===== src/rtl/xg_seq_pkg.sv =====
// Shared types and constants for the XAUI loopback test sequencer.
// Imported by xg_sat_counter and xg_test_sequencer.
package xg_seq_pkg;

   typedef enum logic [2:0] {
      ST_IDLE     = 3'd0,
      ST_LINK_RST = 3'd1,
      ST_ALIGN    = 3'd2,
      ST_SEND     = 3'd3,
      ST_DRAIN    = 3'd4,
      ST_DONE     = 3'd5,
      ST_FAIL     = 3'd6
   } seq_state_t;

   localparam logic [1:0] FAIL_NONE  = 2'd0;
   localparam logic [1:0] FAIL_ALIGN = 2'd1;
   localparam logic [1:0] FAIL_DRAIN = 2'd2;
   localparam logic [1:0] FAIL_ABORT = 2'd3;

   localparam int ALIGN_STABLE     = 16;
   localparam int LINK_LOSS_CYCLES = 4;

endpackage


===== src/rtl/xg_sat_counter.sv =====
// Saturating up-counter with synchronous clear; holds at all-ones instead of wrapping.
module xg_sat_counter
   import xg_seq_pkg::*;
#(
   parameter int WIDTH = 32
) (
   input  logic             clk,
   input  logic             reset,
   input  logic             clear,
   input  logic             inc,
   output logic [WIDTH-1:0] count
);

   always_ff @(posedge clk) begin
      if (reset || clear) begin
         count <= '0;
      end else if (inc && (count != '1)) begin
         count <= count + 1'b1;
      end
   end

endmodule


===== src/rtl/xg_test_sequencer.sv =====
// Run controller for the XAUI loopback tester: link bring-up, frame requests, result drain.
// Define XGSEQ_LINK_MON_EN to fail a run on sustained link loss during SEND and DRAIN.
module xg_test_sequencer
   import xg_seq_pkg::*;
#(
   parameter int CNT_W         = 32,
   parameter int LEN_W         = 14,
   parameter int RST_CYCLES    = 64,
   parameter int ALIGN_TIMEOUT = 156250,
   parameter int DRAIN_TIMEOUT = 4096
) (
   input  logic             clk156,
   input  logic             reset,
   input  logic             start,
   input  logic             abort,
   input  logic [CNT_W-1:0] cfg_count,
   input  logic [LEN_W-1:0] cfg_len,
   input  logic [3:0]       sync_status,
   input  logic             align_status,
   output logic             xaui_reset,
   output logic             gen_valid,
   input  logic             gen_ready,
   output logic [LEN_W-1:0] gen_len,
   input  logic             rx_ok,
   input  logic             rx_err,
   output logic             busy,
   output logic             done,
   output logic             pass,
   output logic [1:0]       fail_code,
   output logic [CNT_W-1:0] tx_cnt,
   output logic [CNT_W-1:0] rx_ok_cnt,
   output logic [CNT_W-1:0] rx_err_cnt
);

   localparam logic [31:0] RST_LAST    = 32'(RST_CYCLES - 1);
   localparam logic [31:0] ALIGN_LAST  = 32'(ALIGN_TIMEOUT - 1);
   localparam logic [31:0] DRAIN_LAST  = 32'(DRAIN_TIMEOUT - 1);
   localparam logic [4:0]  STABLE_LAST = 5'(ALIGN_STABLE - 1);

   seq_state_t       state, next_state;
   logic [31:0]      timer;
   logic [4:0]       stable_cnt;
   logic [CNT_W-1:0] cfg_count_q;
   logic [LEN_W-1:0] cfg_len_q;
   logic             pass_q;
   logic [1:0]       fail_code_q;
   logic             fail_set;
   logic [1:0]       fail_val;
   logic             link_ok;
   logic             link_lost;
   logic             start_accept;
   logic             drain_complete;

   assign link_ok        = (sync_status == 4'hF) && align_status;
   assign start_accept   = start && !abort &&
                           ((state == ST_IDLE) || (state == ST_DONE) || (state == ST_FAIL));
   assign drain_complete = ({1'b0, rx_ok_cnt} + {1'b0, rx_err_cnt}) >= {1'b0, cfg_count_q};

`ifdef XGSEQ_LINK_MON_EN
   logic [1:0] loss_cnt;

   // Counts consecutive bad-link cycles; any good cycle or state change restarts it.
   always_ff @(posedge clk156) begin
      if (reset) begin
         loss_cnt <= '0;
      end else if (((state == ST_SEND) || (state == ST_DRAIN)) &&
                   (next_state == state) && !link_ok) begin
         loss_cnt <= loss_cnt + 1'b1;
      end else begin
         loss_cnt <= '0;
      end
   end

   assign link_lost = ((state == ST_SEND) || (state == ST_DRAIN)) && !link_ok &&
                      (loss_cnt == 2'(LINK_LOSS_CYCLES - 1));
`else
   assign link_lost = 1'b0;
`endif

   always_comb begin
      next_state = state;
      fail_set   = 1'b0;
      fail_val   = FAIL_NONE;
      if (abort && (state != ST_IDLE)) begin
         next_state = ST_FAIL;
         if (state != ST_FAIL) begin
            fail_set = 1'b1;
            fail_val = FAIL_ABORT;
         end
      end else begin
         case (state)
            ST_IDLE: begin
               if (start_accept) next_state = ST_LINK_RST;
            end
            ST_LINK_RST: begin
               if (timer == RST_LAST) next_state = ST_ALIGN;
            end
            ST_ALIGN: begin
               if (link_ok && (stable_cnt == STABLE_LAST)) begin
                  next_state = (cfg_count_q == '0) ? ST_DONE : ST_SEND;
               end else if (timer == ALIGN_LAST) begin
                  next_state = ST_FAIL;
                  fail_set   = 1'b1;
                  fail_val   = FAIL_ALIGN;
               end
            end
            ST_SEND: begin
               if (link_lost) begin
                  next_state = ST_FAIL;
                  fail_set   = 1'b1;
                  fail_val   = FAIL_ABORT;
               end else if (gen_ready && (tx_cnt == (cfg_count_q - 1'b1))) begin
                  next_state = ST_DRAIN;
               end
            end
            ST_DRAIN: begin
               if (link_lost) begin
                  next_state = ST_FAIL;
                  fail_set   = 1'b1;
                  fail_val   = FAIL_ABORT;
               end else if (drain_complete) begin
                  next_state = ST_DONE;
               end else if (timer == DRAIN_LAST) begin
                  next_state = ST_FAIL;
                  fail_set   = 1'b1;
                  fail_val   = FAIL_DRAIN;
               end
            end
            ST_DONE, ST_FAIL: begin
               if (start_accept) next_state = ST_LINK_RST;
            end
            default: next_state = ST_IDLE;
         endcase
      end
   end

   // State register; the shared timer and stable counter restart on every state change.
   always_ff @(posedge clk156) begin
      if (reset) begin
         state      <= ST_IDLE;
         timer      <= '0;
         stable_cnt <= '0;
      end else begin
         state      <= next_state;
         timer      <= (next_state != state) ? '0 : timer + 1'b1;
         stable_cnt <= ((state == ST_ALIGN) && (next_state == state) && link_ok) ?
                       stable_cnt + 1'b1 : '0;
      end
   end

   // Per-run configuration and verdict; pass is captured once, on the way into DONE.
   always_ff @(posedge clk156) begin
      if (reset) begin
         cfg_count_q <= '0;
         cfg_len_q   <= '0;
         pass_q      <= 1'b0;
         fail_code_q <= FAIL_NONE;
      end else begin
         if (start_accept) begin
            cfg_count_q <= cfg_count;
            cfg_len_q   <= cfg_len;
            pass_q      <= 1'b0;
            fail_code_q <= FAIL_NONE;
         end
         if (fail_set) fail_code_q <= fail_val;
         if ((next_state == ST_DONE) && (state != ST_DONE)) begin
            pass_q <= (rx_ok_cnt == cfg_count_q) && (rx_err_cnt == '0);
         end
      end
   end

   xg_sat_counter #(.WIDTH(CNT_W)) u_tx_cnt (
      .clk(clk156), .reset(reset), .clear(start_accept),
      .inc(gen_valid && gen_ready), .count(tx_cnt)
   );

   xg_sat_counter #(.WIDTH(CNT_W)) u_rx_ok_cnt (
      .clk(clk156), .reset(reset), .clear(start_accept),
      .inc(rx_ok), .count(rx_ok_cnt)
   );

   xg_sat_counter #(.WIDTH(CNT_W)) u_rx_err_cnt (
      .clk(clk156), .reset(reset), .clear(start_accept),
      .inc(rx_err), .count(rx_err_cnt)
   );

   assign xaui_reset = (state == ST_IDLE) || (state == ST_LINK_RST);
   assign gen_valid  = (state == ST_SEND);
   assign gen_len    = cfg_len_q;
   assign busy       = (state != ST_IDLE) && (state != ST_DONE) && (state != ST_FAIL);
   assign done       = (state == ST_DONE);
   assign pass       = pass_q;
   assign fail_code  = fail_code_q;

endmodule


===== config.mk =====
export PLATFORM = sky130hd
export DESIGN_NAME = xg_test_sequencer
export DESIGN_NICKNAME = d
export VERILOG_FILES = /design/src/rtl/xg_seq_pkg.sv /design/src/rtl/xg_sat_counter.sv /design/src/rtl/xg_test_sequencer.sv
export SDC_FILE = /design/constraint.sdc
export NUM_CORES = 1
export LEC_CHECK = 0
export ABC_AREA = 1
export BUFFER_PORTS_ARGS = -buffer_cell sky130_fd_sc_hd__buf_4
export CORE_MARGIN = 2
export CORE_UTILIZATION = 25
export CTS_CLUSTER_DIAMETER = 40
export DETAILED_ROUTE_END_ITERATION = 12
export PLACE_DENSITY_LB_ADDON = 0.1
export SLEW_MARGIN = 20
export SYNTH_ARGS = -nofsm -noshare
export SYNTH_HDL_FRONTEND = slang
export SYNTH_SLANG_ARGS = --single-unit
export TNS_END_PERCENT = 100

===== constraint.sdc =====
create_clock -name clk156 -period 9.9 [get_ports clk156]
set_input_delay 0.495 -clock clk156 [delete_from_list [all_inputs] [get_ports clk156]]
set_output_delay 0.495 -clock clk156 [all_outputs]
set_load 0.02 [all_outputs]

# Word-level counts from Yosys, hierarchy flattened
# Cells that the tools add are included.
# op_classes
n_mux,28
n_reduce_logical,30
order_cmp,1
n_addsub,7
bitwise_logic,1
n_eq_ne,21
# op_table
operator,count
32-bit by 1-bit adder with 32-bit output (second input constant),4
32-bit inequality test (second input constant),3
32-bit equality test,2
32-bit zero test,2
32-bit by 32-bit adder with 33-bit output,1
33-bit by 32-bit >= comparator with 1-bit output,1
32-bit by 12-bit equality test with 1-bit output (second input constant),1
32-bit by 18-bit equality test with 1-bit output (second input constant),1
32-bit by 6-bit equality test with 1-bit output (second input constant),1
32-bit by 1-bit subtractor with 32-bit output (second input constant),1
3-bit two-way mux,9
1-bit logical AND,16
3-bit one-hot mux with 5 select lines,1
3-bit equality test (second input constant),4
2-bit two-way mux,6
1-bit two-way mux,10
3-bit by 2-bit equality test with 1-bit output (second input constant),2
3-bit inequality test (second input constant),2
5-bit by 1-bit adder with 5-bit output (second input constant),1
5-bit by 4-bit equality test with 1-bit output (second input constant),1
4-bit equality test (second input constant),1
1-bit logical OR,4
2-bit one-hot mux with 2 select lines,1
2-bit nonzero test,2
other kinds (10),11
# word_totals
input_bits,58
output_inout_bits,117
register_bits,185
elab_cells,98

# Longest topological paths before layout
# logic_depth
depth_word,12
ltp_mapped,34
ltp_nobuf,33

# By module
# From an unflattened synthesis, not the netlist that was laid out.
# hier_totals
hier_cells,2241
hier_area_um2,14214.9
# by_module_without_submodules
module,seq_area_each_um2,n_inst,area_each_um2,cells_each
xg_test_sequencer,1781.7,1,8130.3,1257
xg_sat_counter,640.6,3,2028.2,328

# Worst setup path after synthesis
# Ideal clock, no wire load.
# synth_timing
path_kind,register to register
from,reg u_rx_ok_cnt.count[0]
to,reg timer[2]
setup_ns,0.117
setup_slack_ns,5.736
path_stages_with_launch,31
period_less_slack_ns,4.164
arrival_ns,4.047
required_time_ns,9.783
path_buffers,1
cell_sequence,dfxtp_1 ha_1 inv_1 fa_1 nand3b_1 nand2_1 a21o_1 inv_1 o21ai_0 a21oi_1 o311ai_0 xor2_1 ha_1 a21oi_1 o21a_1 nor2_1 nor2_1 nand2_1 nand2_1 nand2_1 nand2_1 nand2_1 nand2_1 nand3_1 nand2_1 nor2_2 nor2_1 nor2_2 nand2_2 buf_6 nor2_2
# synth_via
elab_chain_len,7
# synth_rtl
element,line_no,text
from (decl),xg_sat_counter.sv:11,output logic [WIDTH-1:0] count
from (signal assigned),xg_sat_counter.sv:18,count <= count + 1'b1;
32-bit by 32-bit adder with 33-bit output,xg_test_sequencer.sv:57,"assign drain_complete = ({1'b0, rx_ok_cnt} + {1'b0, rx_err_cnt}) >= {1'b0, cfg_count_q};"
33-bit by 32-bit >= comparator with 1-bit output,xg_test_sequencer.sv:57,
3-bit two-way mux,xg_test_sequencer.sv:121,end else if (drain_complete) begin
3-bit one-hot mux with 5 select lines,xg_test_sequencer.sv:91,case (state)
3-bit two-way mux,xg_test_sequencer.sv:84,if (abort && (state != ST_IDLE)) begin
3-bit inequality test,xg_test_sequencer.sv:145,timer <= (next_state != state) ? '0 : timer + 1'b1;
2-bit OR reduction (no source line),--,
to (signal assigned),xg_test_sequencer.sv:145,
to (decl),xg_test_sequencer.sv:41,logic [31:0] timer;
# Every way passes these cells.
# A chain may end at the register's enable or synchronous reset.

# Worst setup path in the final report
# layout_timing
from,reg u_rx_ok_cnt.count[0]
to,reg timer[0]
# Same word-level chain as after synthesis.

==> impl_metrics.ini <==
[run_status]
run_status = complete, no violations

[timing]
max_slew_margin = 0.328
setup_total_negative_slack_ns = 0
rsz0062_at_grt = no
timing_hold_violations_final = 0
final_setup_violation_count = 0
timing.final.crit_period_ns = 5.29
post-route-worst-setup-slack_ns = 4.61
finalClockSkew_ns = 0.0273
timing_worst_slew_pin_value_ns = 1.01
fmax_ghz = 0.189
finalCritPeriodShare = 0.534
slew_viol_final = 0

[finish]
finalNonFillerCells = 2817
final_layout_size_suffix_gt1_frac = 0.139
nNetsFinal = 2257
area_growth_syn_to_layout_pct = 20.8
fin_util = 0.305
diode_insertion_count_for_antenna_repair = 0

[routing]
post-route-drc-count = 0
vias = 13294
wire_per_inst_um = 18.4
detail_route.first_pass.iterations = 6
ant_nets = 0
detail_route.iter0.violations = 848
viasPerCell = 4.72
drt_wl_total_um = 51900

[yosys]
number_of_synthesized_flops_with_an_enable_pin = 0
post_synthesis_cell_type_count = 57
synth_seq_area_share = 0.287
syn_area_per_cell_um2 = 6.58
fraction_of_post_synthesis_cell_area_in_the_top_cell_type_by_area = 0.287
async_reset_ff_frac = 0
synthTopCellsByCount = sky130_fd_sc_hd__nand2_1, sky130_fd_sc_hd__nor2_1, sky130_fd_sc_hd__inv_1
synthesis.instances = 1958
synth_area_leader_cell = sky130_fd_sc_hd__dfxtp_1
synth_flop_cell = sky130_fd_sc_hd__dfxtp_1
yosys_warnings = 0
synthesis.area_mm2 = 0.0129
synth_fp_nets = 2091
yosys_reg_bits = 185
ys_top_cells_by_area = sky130_fd_sc_hd__dfxtp_1, sky130_fd_sc_hd__nand2_1, sky130_fd_sc_hd__ha_1
yosysMostFrequentCell = sky130_fd_sc_hd__nand2_1

[grt]
first_pass_grt_wire_length_um = 78300
number_of_antenna_violations_at_the_first_check_in_global_routing = 2
global_route.overflow_total = 0
grt_max_degree = 68
grt_pass1_vias = 12810
grt.total_usage = 0.195

[clock_network]
cts_resized = 0
clock_insertion_delay_worst_skew_ns = 0.51
tritoncts = done
worst_setup_hold_path_clk_slew_ns = 0.08
tritoncts.num_buffers = 17
cts_hold_buf = 0
clock_sinks = 185
cts.root.buffer_cell = sky130_fd_sc_hd__clkbuf_16
cts_max_level = 4
cts.path.max_buffers = 2
postCtsSetupBuffers = 0

[place]
dpl.hpwl_um = 41700
dp_cells = 2785
place_ws_ns = 4.66
io_buffers = 174
gpl.final_weighted_congestion = 0.892

[setup_path]
critical_path_peak_fanout = 32
worstSetupPathType = flop to flop
crit_path_start = u_rx_ok_cnt.count[0]
cpPeakStageDelay_ns = 0.71
cp_data_arrival_time_ns = 5.64
timing.critical_path.required_ns = 10.25
setup.worst_path.end_class = flop
worst-r2r-cell-count = 29
regToRegEndpoint = timer[0]
timing.critical_path.mode_cell = sky130_fd_sc_hd__nand2_1
startpoint_type = flop
reg2reg_setup_slack_ns = 4.61
worstSetupEndpoint = timer[0]
critical_path.slowest_cell = sky130_fd_sc_hd__nand2_2
reg2reg_from = u_rx_ok_cnt.count[0]

[power]
netSwitchingPower_mw = 1.19
internal_power_mw = 1.55
power.share.switching = 0.434
p_seq_frac = 0.326
ir_drop_mv = 0.120
p_leak_nw = 6.51
pwr_density_cell_mw_per_mm2 = 176
combPwrFrac = 0.394
power_frac_clock = 0.280

[floorplan]
core_area_mm2 = 0.0511
die_w_um = 231
chipHeight_um = 231
number_of_placement_rows = 83
floorplan.initialDensity = 0.252
io-pin-count = 175
die_area_mm2 = 0.0534

[job]
cap_viol_max_count = 0

[min_path]
min_path_type = primary input to flop
## cells by family (layout without fill, tap and decap cells)
| group | Yosys count | in the layout | share of synthesized area |
|---|---|---|---|
| and+or+nand+nor | 983 | 983 | 0.340 |
| AOI/OAI and AO/OA | 311 | 311 | 0.132 |
| buffers and inverters | 282 | 461 | 0.0844 |
| DFF | 185 | 185 | 0.287 |
| xor gates and xnor gates | 122 | 122 | 0.0829 |
| adders and majority gates | 75 | 75 | 0.0734 |
## registers in the layout, summed over array words and instances, names as in the netlist, 3 cells and up
name,cells
u_rx_ok_cnt.count,32
state,3
stable_cnt,5
cfg_count_q,32
timer,32
gen_len,14
u_tx_cnt.count,32
u_rx_err_cnt.count,32
## layout make-up
type,count,area (um2)
Tap cell,680,851
Multi-Input combinational cell,1491,8100
Timing Repair Buffer,180,1350
Fill cell,5748,35500
Clock buffer,19,443
Inverter,249,936
Sequential cell,185,3700
Clock inverter,13,184
## worst min path at each step
stage,endpoint,startpoint,slack [ns],cells past startpoint
6_report,gen_len[6],cfg_len[6],0.24,3
5_1_grt,gen_len[13],cfg_len[13],0.22,3
4_1_cts,gen_len[6],cfg_len[6],0.20,3
3_5_place_dp,stable_cnt[0],stable_cnt[0],0.44,1
3_3_place_gp,stable_cnt[0],stable_cnt[0],0.43,1
2_1_floorplan,stable_cnt[0],stable_cnt[0],0.42,1
## worst max-delay path: cells and delay by family, from the launching register on
kind,cells,cell delay [ns]
buffers and inverters,2,0.10
adders and majority gates,3,0.88
and+or+nand+nor,17,2.06
DFF,1,0.48
AOI/OAI and AO/OA,6,1.39
xor gates and xnor gates,1,0.22
## cell usage in the layout (no fill, tap or decap), drive strengths merged, types with 10 or more instances in the layout
cell type / netlist / final
dfxtp: 185 / 185
clkbuf: 27 / 19
nor2: 288 / 288
nand3: 96 / 96
buf: 6 / 180
xor2: 77 / 77
o2111ai: 10 / 10
ha: 74 / 74
nor4: 37 / 37
inv: 247 / 252
nand2: 423 / 423
or2: 11 / 11
nand4: 49 / 49
nor3: 58 / 58
xnor2: 45 / 45
o21ai: 113 / 113
a21oi: 147 / 147
## through the flow
| step | total power, mW | hold WS [ns] | area [um2] |
|---|---|---|---|
| after CTS | 2.77 | 0.197 | 15600 |
| after global placement | 1.98 | 0.431 | 14900 |
| after floorplan | 1.64 | 0.418 | 12900 |
| after global routing | 2.95 | 0.215 | 15600 |
| after detailed placement | 1.98 | 0.441 | 14900 |
| final | 2.74 | 0.238 | 15600 |
## power groups by stage
stage	registers, mW	logic, mW	clock network [mW]
after floorplan	0.897	0.747	0
after global placement	0.910	1.07	0
after detailed placement	0.911	1.07	0
after CTS	0.893	1.08	0.802
after global routing	0.902	1.22	0.826
final	0.893	1.08	0.767
## per-layer routing
metal | GRT usage | wire, um | up-vias
met5 | 0 | 30 | -
met4 | 0.0688 | 1250 | 4
met3 | 0.0444 | 2580 | 57
met2 | 0.310 | 23500 | 309
met1 | 0.259 | 24500 | 6135
li1 | - | - | 6789
No activity file was read; power rests on OpenSTA's default activity.
